## src/rtl/bit_unpacker_pkg.sv

```systemverilog
// Shared definitions for the AXI-Stream bit unpacker: register offsets, BPS codes,
// CFG reset value and the code -> bits-per-symbol / symbols-per-word helpers.
package bit_unpacker_pkg;

  localparam logic [19:0] REG_CFG    = 20'h00;
  localparam logic [19:0] REG_SPW    = 20'h04;
  localparam logic [19:0] REG_SYMCNT = 20'h08;

  localparam logic [1:0] BPS_CODE_1 = 2'd0;
  localparam logic [1:0] BPS_CODE_2 = 2'd1;
  localparam logic [1:0] BPS_CODE_4 = 2'd2;
  localparam logic [1:0] BPS_CODE_8 = 2'd3;

  // Reset configuration: 2 bits per symbol, MSB-first.
  localparam logic [1:0] CFG_RESET_CODE = BPS_CODE_2;
  localparam logic       CFG_RESET_MSB  = 1'b1;

  function automatic logic [3:0] code_to_bps(input logic [1:0] code);
    return 4'd1 << code;
  endfunction

  function automatic logic [31:0] code_to_spw(input logic [1:0] code, input int unsigned in_w);
    return 32'(in_w >> code);
  endfunction

endpackage

```

## src/rtl/bit_unpacker_regs.sv

```systemverilog
// CtrlPort register file for the bit unpacker: CFG (RW), SPW (RO) and, when
// BIT_UNPACKER_SYMCNT_EN is defined, the SYMCNT output-handshake counter.
module bit_unpacker_regs
  import bit_unpacker_pkg::*;
#(
  parameter int          IN_W      = 32,
  parameter logic [19:0] BASE_ADDR = 20'h0
) (
  input  logic        clk,
  input  logic        rst,
  input  logic        req_wr,
  input  logic        req_rd,
  input  logic [19:0] req_addr,
  input  logic [31:0] req_data,
  output logic        resp_ack,
  output logic [31:0] resp_data,
  input  logic        out_hs,
  output logic [1:0]  cfg_code,
  output logic        cfg_msb
);

  localparam logic [19:0] ADDR_CFG    = BASE_ADDR + REG_CFG;
  localparam logic [19:0] ADDR_SPW    = BASE_ADDR + REG_SPW;
  localparam logic [19:0] ADDR_SYMCNT = BASE_ADDR + REG_SYMCNT;

  logic        ack_q, ack_d;
  logic [31:0] rdata_q, rdata_d;
  logic [1:0]  code_q, code_d;
  logic        msb_q, msb_d;
  logic [31:0] cfg_rd;
  logic [31:0] cnt_rd;

  assign cfg_rd = {23'b0, msb_q, 6'b0, code_q};

`ifdef BIT_UNPACKER_SYMCNT_EN
  logic [31:0] cnt_q, cnt_d;
  logic        cnt_clr;

  assign cnt_clr = req_wr && (req_addr == ADDR_SYMCNT);
  assign cnt_rd  = cnt_q;

  // A clear coinciding with a handshake still counts that handshake.
  always_comb begin
    cnt_d = cnt_q;
    if (cnt_clr)     cnt_d = out_hs ? 32'd1 : 32'd0;
    else if (out_hs) cnt_d = cnt_q + 32'd1;
  end

  always_ff @(posedge clk or posedge rst) begin
    if (rst) cnt_q <= '0;
    else     cnt_q <= cnt_d;
  end
`else
  logic unused_out_hs;
  assign unused_out_hs = out_hs;
  assign cnt_rd        = '0;
`endif

  always_comb begin
    ack_d   = req_wr || req_rd;
    rdata_d = '0;
    code_d  = code_q;
    msb_d   = msb_q;
    if (req_wr) begin
      if (req_addr == ADDR_CFG) begin
        code_d = req_data[1:0];
        msb_d  = req_data[8];
      end
    end else if (req_rd) begin
      if (req_addr == ADDR_CFG)         rdata_d = cfg_rd;
      else if (req_addr == ADDR_SPW)    rdata_d = code_to_spw(code_q, IN_W);
`ifdef BIT_UNPACKER_SYMCNT_EN
      else if (req_addr == ADDR_SYMCNT) rdata_d = cnt_rd;
`endif
      else                              rdata_d = '0;
    end
  end

  always_ff @(posedge clk or posedge rst) begin
    if (rst) begin
      ack_q   <= 1'b0;
      rdata_q <= '0;
      code_q  <= CFG_RESET_CODE;
      msb_q   <= CFG_RESET_MSB;
    end else begin
      ack_q   <= ack_d;
      rdata_q <= rdata_d;
      code_q  <= code_d;
      msb_q   <= msb_d;
    end
  end

  assign resp_ack  = ack_q;
  assign resp_data = rdata_q;
  assign cfg_code  = code_q;
  assign cfg_msb   = msb_q;

endmodule

```

## src/rtl/axis_bit_unpacker.sv

```systemverilog
// Splits each IN_W-bit input item into BPS-bit symbols, one zero-extended symbol per
// output item. Optional SYMCNT counter is enabled with BIT_UNPACKER_SYMCNT_EN.
module axis_bit_unpacker
  import bit_unpacker_pkg::*;
#(
  parameter int          IN_W      = 32,
  parameter int          OUT_W     = 32,
  parameter logic [19:0] BASE_ADDR = 20'h0
) (
  input  logic             axis_data_clk,
  input  logic             axis_data_rst,
  input  logic             s_ctrlport_req_wr,
  input  logic             s_ctrlport_req_rd,
  input  logic [19:0]      s_ctrlport_req_addr,
  input  logic [31:0]      s_ctrlport_req_data,
  output logic             s_ctrlport_resp_ack,
  output logic [31:0]      s_ctrlport_resp_data,
  input  logic [IN_W-1:0]  s_in_tdata,
  input  logic             s_in_tlast,
  input  logic             s_in_tvalid,
  output logic             s_in_tready,
  output logic [OUT_W-1:0] m_out_tdata,
  output logic             m_out_tlast,
  output logic             m_out_tvalid,
  input  logic             m_out_tready
);

  localparam int IDX_W = $clog2(IN_W);

  logic [IN_W-1:0]  word_q, word_d;
  logic [IDX_W-1:0] idx_q, idx_d;
  logic             full_q, full_d;
  logic             last_q, last_d;
  logic [1:0]       code_q, code_d;
  logic             msb_q, msb_d;
  logic             rdy_en_q;

  logic [1:0]       cfg_code;
  logic             cfg_msb;
  logic [IDX_W-1:0] last_idx;
  logic             at_last, in_hs, out_hs;
  logic [3:0]       bps;
  logic [31:0]      k_off, shamt;
  logic [IN_W-1:0]  shifted;
  logic [7:0]       sym;

  bit_unpacker_regs #(.IN_W(IN_W), .BASE_ADDR(BASE_ADDR)) u_regs (
    .clk       (axis_data_clk),
    .rst       (axis_data_rst),
    .req_wr    (s_ctrlport_req_wr),
    .req_rd    (s_ctrlport_req_rd),
    .req_addr  (s_ctrlport_req_addr),
    .req_data  (s_ctrlport_req_data),
    .resp_ack  (s_ctrlport_resp_ack),
    .resp_data (s_ctrlport_resp_data),
    .out_hs    (out_hs),
    .cfg_code  (cfg_code),
    .cfg_msb   (cfg_msb)
  );

  // Both streams are AXI-Stream: a transfer occurs on a rising edge where valid and
  // ready are both high; once valid is up, data and last hold until that transfer.
  assign last_idx    = IDX_W'(code_to_spw(code_q, IN_W) - 32'd1);
  assign at_last     = (idx_q == last_idx);
  assign s_in_tready = rdy_en_q && (!full_q || (at_last && m_out_tready));
  assign in_hs       = s_in_tvalid && s_in_tready;
  assign out_hs      = full_q && m_out_tready;

  // Symbol select uses the BPS/order latched with the word, not the live CFG.
  always_comb begin
    bps     = code_to_bps(code_q);
    k_off   = 32'(idx_q) * 32'(bps);
    shamt   = msb_q ? (32'(IN_W) - k_off - 32'(bps)) : k_off;
    shifted = word_q >> shamt;
    sym     = shifted[7:0] & 8'((9'd1 << bps) - 9'd1);
    m_out_tdata      = '0;
    m_out_tdata[7:0] = sym;
  end

  assign m_out_tvalid = full_q;
  assign m_out_tlast  = full_q && last_q && at_last;

  always_comb begin
    word_d = word_q;
    idx_d  = idx_q;
    full_d = full_q;
    last_d = last_q;
    code_d = code_q;
    msb_d  = msb_q;
    if (in_hs) begin
      word_d = s_in_tdata;
      idx_d  = '0;
      full_d = 1'b1;
      last_d = s_in_tlast;
      code_d = cfg_code;
      msb_d  = cfg_msb;
    end else if (out_hs) begin
      if (at_last) full_d = 1'b0;
      else         idx_d  = idx_q + 1'b1;
    end
  end

  always_ff @(posedge axis_data_clk or posedge axis_data_rst) begin
    if (axis_data_rst) begin
      word_q   <= '0;
      idx_q    <= '0;
      full_q   <= 1'b0;
      last_q   <= 1'b0;
      code_q   <= CFG_RESET_CODE;
      msb_q    <= CFG_RESET_MSB;
      rdy_en_q <= 1'b0;
    end else begin
      word_q   <= word_d;
      idx_q    <= idx_d;
      full_q   <= full_d;
      last_q   <= last_d;
      code_q   <= code_d;
      msb_q    <= msb_d;
      rdy_en_q <= 1'b1;
    end
  end

endmodule
```

## config.mk

```make
export PLATFORM = sky130hd
export DESIGN_NAME = axis_bit_unpacker
export DESIGN_NICKNAME = d
export VERILOG_FILES = /design/src/rtl/bit_unpacker_pkg.sv /design/src/rtl/bit_unpacker_regs.sv /design/src/rtl/axis_bit_unpacker.sv
export SDC_FILE = /design/constraint.sdc
export NUM_CORES = 1
export LEC_CHECK = 0
export BUFFER_PORTS_ARGS = -buffer_cell sky130_fd_sc_hd__buf_4
export CORE_MARGIN = 1.5
export CORE_UTILIZATION = 49
export DETAILED_ROUTE_END_ITERATION = 6
export MAX_ROUTING_LAYER = met4
export PLACE_DENSITY = 0.76
export SETUP_SLACK_MARGIN = 0.3
export SLEW_MARGIN = 20
export SYNTH_ARGS = -nofsm -noshare
export SYNTH_HDL_FRONTEND = slang
export SYNTH_SLANG_ARGS = --single-unit
```

## constraint.sdc

```tcl
create_clock -name axis_data_clk -period 8.4 [get_ports axis_data_clk]
set_input_delay 1.68 -clock axis_data_clk [delete_from_list [all_inputs] [get_ports axis_data_clk]]
set_output_delay 1.68 -clock axis_data_clk [all_outputs]
set_load 0.1 [all_outputs]
```

==> metrics, run 1 <==
height of the die=between 100 and 150 µm; largest net degree at the start of global routing=55; Skew-Pair Late Insertion Delay=approximately 310 ps; Clock Skew=a little under 8 ps; simple-gate share of the synthesized area=a little under a quarter; FILL cells=885; initial antenna violation count=0; core area=0.00982 mm²; critical path fanouts, max=12; worst setup margin=between 500 and 600 ps; Die Wd=104 µm; YS warnings=0; Hold Startpoint=u_regs.cfg_msb$_DFFE_PP1P_; Adder-Cell Fraction of Synth Area=slightly below 8%; mux cell area share after synthesis=about 18%; Synth Area in Compound Gates=8.77%; share of cells above drive strength 1=23.2%; final wirelength=11100 µm; detailed-route wire length per cell=roughly 14 µm; met1 GRT Util=29.5%; Worst Hold Class=reg -> reg; clk buf depth=2; Final Setup Violations=0; r2r startpoint=code_q[1]$_DFFE_PP0P_; Core Util, Final=56.7%; Clock transition at path regs=approximately 100 ps; reg2reg path depth=8; R2R Path End=word_q[25]$_DFFE_PP0P_; most frequent cells in the layout=nand2_1, buf_4, conb_1, dfrtp_1, mux2i_1; startpoint types=flop; # clock sinks=54; mean post-synth cell area=8.66 µm²; Rel. slew slack=about two fifths; crit end category=output port; placed cell area=approximately 0.0054 mm²; Reg2Reg Setup Slack=between 5000 and 6000 ps; post-route DRC violation count=0; CTS H-tree depth=2; most common cell after layout, fill and taps aside=nand2_1; ant diodes=0; Multi-input gate area=0.00321 mm²; CTS tree=built; crit path kind=reg -> out; xor/xnor share of the synthesized area=2.46%; via count=4155; CTS root buf=clkbuf_8; Synth Cell Area=0.00499 mm²; synthesis-stage register bit count=54; Synth Instances=576; Num CTS Buffers=5; Setup Fix Bufs, Post-CTS=0; Site Rows=36; GRT overflow=0; RSZ-0062 raised after global routing=false; Final Cell Area=approximately 0.0056 mm²; Seq. cell area=0.00136 mm²; Critical Path Source=code_q[0]$_DFFE_PP1P_; post-DP HPWL=8470 µm; 1st-iter DRT viols=~250; Worst EP arrival=6130 ps; Tightest Pin Transition=roughly 890 ps; Port Buffers=80; vias per inst=between 5 and 6; M2 GR Usage=between 30% and 40%; Post-synth EDFFs=0; Max Transition Viols Final=0; Die ar.=0.0108 mm²; Starting Density=50.8%; ys flop type=dfrtp_1; grt peak-use layer=met2; Setup TNS Final=0 ps; count of cell types in the netlist=64; CP endpoint=m_out_tdata[7]; post-layout min period=7810 ps; first-pass GRT wire length=18600 µm; Area Growth Syn to Fin=11.6%; TritonRoute pass-1 iters=5; share of flip-flops with an asynchronous set or reset=100%; Req. time, crit path=6720 ps; Nets=755; Period Utilization, post-route=93.0%; max-cap viol count=0; dpl ws=692 ps; Final GP Congestion=0.934; Antenna Nets Post-Route=0; vias in the first global route=around 4000; Max Fclk=roughly 0.13 GHz; status=finished clean; largest family of logic cells by synthesized area=simple AND/OR/NAND/NOR gates; met3 GRT Util=~2.4%; register area share after synthesis=27.2%; endpoints failing hold=0; number of top-level pins=roughly 160; GRT Resource Usage Total=21.4%
==> cell type report <==
class,count,share of cell area (%)
Multi-Input combinational cell,466,57.5
Sequential cell,54,24.3
Timing Repair Buffer,88,11.9
Tap cell,133,2.99
Inverter,22,1.50
Clock buffer,5,1.24
Clock inverter,3,0.517
==> critical path: stages, from the launching register on <==
cell,delay (ps)
dfstp_2,660
nand2_1,260
inv_1,150
nand2_1,80
fa_1,550
inv_1,60
fa_1,560
inv_1,60
fa_1,650
xnor2_1,110
ha_1,220
or2_2,280
o22ai_1,160
mux2i_1,400
xor2_4,370
a41oi_1,110
a31o_2,260
a2111oi_1,490
buf_4,380
==> flip-flops by register name, summed over array words and instances (netlist names) <==
| name | cells |
|---|---|
| last_q | 1 |
| idx_q | 5 |
| code_q | 2 |
| u_regs.cfg_msb | 1 |
| rdy_en_q | 1 |
| m_out_tvalid | 1 |
| u_regs.resp_data | 7 |
| msb_q | 1 |
| word_q | 32 |
| u_regs.cfg_code | 2 |
| u_regs.resp_ack | 1 |
==> stage by stage <==
step                cells  hold WS, ps
detailed placement    763          455
global route          771          497
floorplan             624          438
finish                771          471
global placement      763          451
CTS                   771          472
==> worst min path at each step <==
| stage | endpoint | cells after the start | slack [ps] |
|---|---|---|---|
| detailed placement | msb_q$_DFFE_PP1P_ | 2 | 450 |
| global route | msb_q$_DFFE_PP1P_ | 2 | 500 |
| floorplan | msb_q$_DFFE_PP1P_ | 2 | 440 |
| CTS | msb_q$_DFFE_PP1P_ | 2 | 470 |
| global placement | msb_q$_DFFE_PP1P_ | 2 | 450 |
| finish | msb_q$_DFFE_PP1P_ | 2 | 470 |
==> what timing repair did <==
action / 4_1_cts / 5_1_grt
hold buffers: 0 / 0
setup endpoints to repair: 1 / 4
gates resized for setup: 1 / 2
==> layer usage <==
metal  up-vias  routed length [µm]
met2       187                5220
met5         -                   0
met3        13                 767
met1      1950                4900
met4         0                 171
li1       2005                   -
==> kinds of logic after synthesis <==
| family | Yosys count |
|---|---|
| AOI/OAI and AO/OA | 59 |
| xor gates and xnor gates | 14 |
| adders and majority gates | 27 |
| buffers and inverters | 104 |
| DFF | 54 |
| muxes | 60 |
| other | 2 |
| and+or+nand+nor | 256 |
==> Yosys cell counts, types with 2 or more instances <==
cell type	n	area, µm²
o21ai_1	2	10.0
nor2_1	20	75.1
ha_1	20	250
xor2_1	7	61.3
mux2i_1	29	290
dfrtp_1	50	1250
fa_1	7	140
and2_1	12	75.1
buf_2	7	35.0
a31oi_1	3	18.8
nand2_1	159	597
nor4_1	7	43.8
nand4b_1	2	17.5
nand4_1	4	25.0
a211o_1	3	26.3
inv_1	22	82.6
buf_6	5	56.3
a21o_1	3	22.5
xnor2_1	7	61.3
or2_2	3	18.8
a311oi_1	3	26.3
mux4_2	21	473
clkbuf_1	15	56.3
nor3_1	6	30.0
dfstp_2	4	105
nand3_1	14	70.1
a21oi_1	8	40.0
a211oi_1	4	30.0
and3_1	12	75.1
conb_1	2	7.51
o31ai_1	2	15.0
o211ai_1	4	30.0
mux2_2	9	101
o221ai_1	2	17.5
o21ai_0	8	40.0
buf_4	54	405
nand2b_1	4	25.0
a32oi_1	2	17.5
nor2b_1	5	31.3
Power of run 1 is not shown: default switching activity piles up to over one toggle a cycle in this logic, so the estimate is an artifact.
==> inputs of run 2 (changes only) <==
- CORE_UTILIZATION: 49 -> 50
- PLACE_DENSITY: 0.76 -> 0.78
- SLEW_MARGIN: 20 -> not set
==> run 2 against run 1 <==
Compared with the run above: global-route usage rose by 1.1 points; wire length rose by 0.14%; die area fell by 1.9%; sequential share of layout area grew 0.066 points; final cell count up 0.13%; maximum frequency increased by 1.3%; clock-buffer cell count did not move.
==> metrics, run 2 (synthesized netlist as in run 1, its figures left out) <==
Post-Layout Cell Count=772 (+0.13%); CTS Hold Bufs=0 (unchanged); Worst EP arrival=6030 ps (-100 ps); Reg2Reg Setup Slack=5430 ps (-340 ps); ant diodes=0 (unchanged); TritonRoute pass-1 iters=5 (unchanged); Worst Hold Path Cells=2 (unchanged); max FFs per register=32 (unchanged); post-layout min period=7710 ps (-101 ps); number of top-level pins=159 (unchanged); final wirelength=11100 µm (+0.14%); Port Buffers=80 (unchanged); FILL cells=893 (+0.90%); critical path fanouts, max=11 (-1); Worst Hold Class=reg -> reg; via count=4144 (-0.26%); GRT Resource Usage Total=22.4% (+1.1 points); Antenna Nets Post-Route=0 (unchanged); Final GP Congestion=0.930 (-0.40%); Nets=756 (+0.13%); 1st-iter DRT viols=304 (+20%); hold endpoint=msb_q$_DFFE_PP1P_; Rel. slew slack=21.5% (-19 points); vias per inst=5.37 (-0.39%); height of the die=103 µm (-0.98%); Clock Skew=8.12 ps (+0.382 ps); post-DP HPWL=8570 µm (+1.2%); CTS H-tree depth=2 (unchanged); largest net degree at the start of global routing=55 (unchanged); detailed-route wire length per cell=14.3 µm (about the same); Req. time, crit path=6720 ps (about the same); GRT overflow=0 (unchanged); Starting Density=51.3% (+0.47 points); Post-Place Cells=763 (unchanged); Area Growth Syn to Fin=11.3%; most common cell after layout, fill and taps aside=nand2_1; initial antenna violation count=0 (unchanged); endpoints failing hold=0 (unchanged); RSZ-0062 raised after global routing=false; r2r startpoint=code_q[1]$_DFFE_PP0P_; Max Fclk=0.130 GHz (+1.3%); CTS tree=built; # clock sinks=54 (unchanged); core area=0.00973 mm² (-0.92%); max-cap viol count=0 (unchanged); Period Utilization, post-route=91.8% (-1.2 points); Die Wd=103 µm (-0.98%); Hold WS=471 ps (-0.300 ps); Die ar.=0.0106 mm² (-1.9%); largest reg by FF count=word_q; startpoint types=flop; Hold Startpoint=u_regs.cfg_msb$_DFFE_PP1P_; Skew-Pair Late Insertion Delay=320 ps (about the same); Num CTS Buffers=5 (unchanged); R2R Path End=word_q[14]$_DFFE_PP0P_; most frequent cells in the layout=nand2_1, buf_4, conb_1, dfrtp_1, mux2i_1; share of cells above drive strength 1=23.2% (-0.036 points); crit end category=output port; vias in the first global route=3860 (-2.4%); clk buf depth=2 (unchanged); CTS root buf=clkbuf_8; status=finished clean; crit path kind=reg -> out; reg2reg path depth=8 (unchanged); Final Setup Violations=0 (unchanged); Clock transition at path regs=100 ps (about the same); Max Transition Viols Final=0 (unchanged); Site Rows=36 (unchanged); first-pass GRT wire length=18200 µm (-2.3%); post-route DRC violation count=0 (unchanged); Tightest Pin Transition=1170 ps (+287 ps)
run 2: through the flow:
| step | TNS, ps | worst slack, ps | utilization (%) | instance area (µm²) |
|---|---|---|---|---|
| after global routing | 0 | 429 | 57.1 | 5560 |
| after detailed placement | 0 | 807 | 56.0 | 5450 |
| after CTS | 0 | 424 | 56.9 | 5540 |
| after floorplan | -1200 | -969 | - | 5190 |
| final | 0 | 691 | 57.1 | 5560 |
| after global placement | 0 | 842 | 56.0 | 5450 |
run 2: cell type report:
type | count | area (µm²) | area share (%)
well taps | 133 | 166 | 3.00
repair buffers | 89 | 668 | 12.0
flip-flops and latches | 54 | 1360 | 24.4
clock inverters | 3 | 21.3 | 0.383
multi-input cells | 466 | 3190 | 57.5
inverters | 22 | 82.6 | 1.49
clock buffers | 5 | 68.8 | 1.24
run 2: how the worst max path moves through the flow:
stage,startpoint,end,slack [ps]
finish,code_q[0]$_DFFE_PP1P_,m_out_tdata[7],690
detailed placement,code_q[1]$_DFFE_PP0P_,m_out_tdata[7],810
global route,code_q[0]$_DFFE_PP1P_,m_out_tdata[7],430
global placement,code_q[0]$_DFFE_PP1P_,m_out_tdata[7],840
CTS,code_q[1]$_DFFE_PP0P_,m_out_tdata[7],420
floorplan,code_q[0]$_DFFE_PP1P_,m_out_tdata[7],-970
run 2: per-layer routing:
layer | GRT usage, % | routed length, µm
met1 | 30.6 | 4920
met2 | 36.0 | 5310
met3 | 2.58 | 691
met4 | 5.41 | 148
met5 | - | 0
run 2: repair_timing:
item	4_1_cts	5_1_grt
gates resized for setup	0	2
buffers inserted	0	1
setup endpoints to repair	0	6
run 2: critical path, stage by stage (launching register included):
cell       delay, ps
dfstp_2          650
nand2_1          240
inv_1            150
nand2_1           80
fa_1             540
inv_1             50
fa_1             560
inv_1             70
fa_1             640
xnor2_1          110
ha_1             210
or2_2            280
o22ai_1          160
mux2i_1          300
xor2_2           290
buf_4            230
and3_1           170
o32ai_1           90
a2111oi_1        490
buf_4            380
Power of run 2 is left out for the same reason.
==> inputs of run 3 (changes only) <==
- PLACE_DENSITY: 0.78 -> not set
- PLACE_DENSITY_LB_ADDON: not set -> 0.25
==> run 3 against run 2 <==
Compared with the run above: hold slack about the same; utilization up 0.19 points; first-iteration DRC count down 35%; critical path type unchanged.
==> metrics, run 3 (synthesized netlist as in run 1, its figures left out) <==
endpoints failing hold=0 (unchanged); ant diodes=0 (unchanged); RSZ-0062 raised after global routing=false; CTS Hold Bufs=0 (unchanged); crit-path cells=nand2_1 -> inv_1 -> nand2_1 -> fa_1 -> inv_1 -> fa_1 -> inv_1 -> fa_1 -> xnor2_1 -> ha_1 -> or2_2 -> o22ai_1 -> mux2i_2 -> xor2_4 -> a41oi_1 -> a31o_2 -> a2111oi_1 -> buf_4; max incr delay on CP=650 ps (about the same); Antenna Nets Post-Route=0 (unchanged); Starting Density=51.3% (unchanged); Max Fclk=0.129 GHz (-0.40%); TritonRoute pass-1 iters=4 (-1); CTS tree=built; vias in the first global route=3913 (+1.4%); first-pass GRT wire length=18500 µm (+2.0%); largest net degree at the start of global routing=55 (unchanged); r2r startpoint=code_q[1]$_DFFE_PP0P_; R2R Path End=code_q[0]$_DFFE_PP1P_; Hold Startpoint=u_regs.cfg_msb$_DFFE_PP1P_; max FFs per register=32 (unchanged); Nets=753 (-0.40%); 1st-iter DRT viols=199 (-35%); Worst Hold Class=reg -> reg; Clock Skew=12.0 ps (+3.91 ps); Num CTS Buffers=5 (unchanged); number of top-level pins=159 (unchanged); # clock sinks=54 (unchanged); max-cap viol count=0 (unchanged); Reg2Reg Setup Slack=5380 ps (-50 ps); Area Growth Syn to Fin=11.7%; Skew-Pair Late Insertion Delay=310 ps (about the same); slowest CP cell=dfstp_2; Worst Hold Path Cells=2 (unchanged); Rel. slew slack=23.3% (+1.8 points); core area=0.00973 mm² (unchanged); hold endpoint=msb_q$_DFFE_PP1P_; GRT Resource Usage Total=23.2% (+0.72 points); Site Rows=36 (unchanged); startpoint types=flop; Post-Place Cells=761 (-0.26%); Die Wd=103 µm (unchanged); Port Buffers=80 (unchanged); share of cells above drive strength 1=23.0% (-0.17 points); post-layout min period=7740 ps (+31.2 ps); most common cell after layout, fill and taps aside=nand2_1; CTS root buf=clkbuf_8; post-route DRC violation count=0 (unchanged); vias per inst=5.41 (+0.84%); Die ar.=0.0106 mm² (unchanged); status=finished clean; largest reg by FF count=word_q; detailed-route wire length per cell=14.6 µm (+1.9%); reg2reg path depth=7 (-1); Final Setup Violations=0 (unchanged); Tightest Pin Transition=1150 ps (-26.2 ps); critical path fanouts, max=11 (unchanged); Post-Layout Cell Count=768 (-0.52%); placed cell area=0.00544 mm² (-0.11%); via count=4157 (+0.31%); post-DP HPWL=8600 µm (+0.29%); Req. time, crit path=6720 ps (about the same); Final GP Congestion=0.922 (-0.85%); GRT overflow=0 (unchanged); initial antenna violation count=0 (unchanged); crit end category=output port; Setup TNS Final=0 ps (unchanged); Final Cell Area=0.00557 mm² (+0.34%); Period Utilization, post-route=92.2% (+0.37 points); Worst EP arrival=6060 ps (+30 ps); Clock transition at path regs=100 ps (about the same); most frequent cells in the layout=nand2_1, buf_4, conb_1, dfrtp_1, mux2i_1; height of the die=103 µm (unchanged); clk buf depth=2 (unchanged); crit path kind=reg -> out; CTS H-tree depth=2 (unchanged); Max Transition Viols Final=0 (unchanged); final wirelength=11200 µm (+1.4%)
-- run 3: worst max path at each step --
| stage | start | end | slack (ps) | depth (start not counted) |
|---|---|---|---|---|
| after global routing | code_q[0]$_DFFE_PP1P_ | m_out_tdata[7] | 340 | 19 |
| final | code_q[0]$_DFFE_PP1P_ | m_out_tdata[7] | 660 | 18 |
| after detailed placement | code_q[1]$_DFFE_PP0P_ | m_out_tdata[7] | 750 | 18 |
| after CTS | code_q[1]$_DFFE_PP0P_ | m_out_tdata[7] | 380 | 18 |
| after global placement | code_q[1]$_DFFE_PP0P_ | m_out_tdata[7] | 850 | 18 |
| after floorplan | code_q[0]$_DFFE_PP1P_ | m_out_tdata[7] | -970 | 18 |
-- run 3: final cells by class --
type                            instances  area, µm²
Timing Repair Buffer                   86        646
Multi-Input combinational cell        466       3220
Clock buffer                            5       68.8
Clock inverter                          2       38.8
Sequential cell                        54       1360
Inverter                               22       82.6
Fill cell                             897       4160
Tap cell                              133        166
-- run 3: repair_timing --
item                       4_1_cts  5_1_grt
gates resized for setup          0        4
setup buffers                    0        0
setup endpoints to repair        0        6
-- run 3: through the flow --
stage / worst slack (ps) / util (%) / hold WS (ps)
3_5_place_dp: 747 / 55.9 / 454
4_1_cts: 384 / 57.0 / 470
2_1_floorplan: -969 / - / 438
3_3_place_gp: 846 / 55.9 / 451
6_report: 659 / 57.3 / 471
5_1_grt: 339 / 57.3 / 514
-- run 3: critical path: cells and delay by family (launching register included) --
kind,cells,cell delay (ps)
fa+ha+maj,4,1980
compound gates,4,1020
buf+inv,4,670
flops,1,650
simple gates,3,600
xor+xnor,2,480
mux,1,350
-- run 3: metal layers --
layer	part of all wire [%]	global-route usage (%)	up-vias
li1	-	-	2012
met1	45	31.7	1982
met2	47	36.4	148
met3	5.9	3.05	15
met4	1.6	6.44	0
met5	0	-	-
Power of run 3 is left out for the same reason.
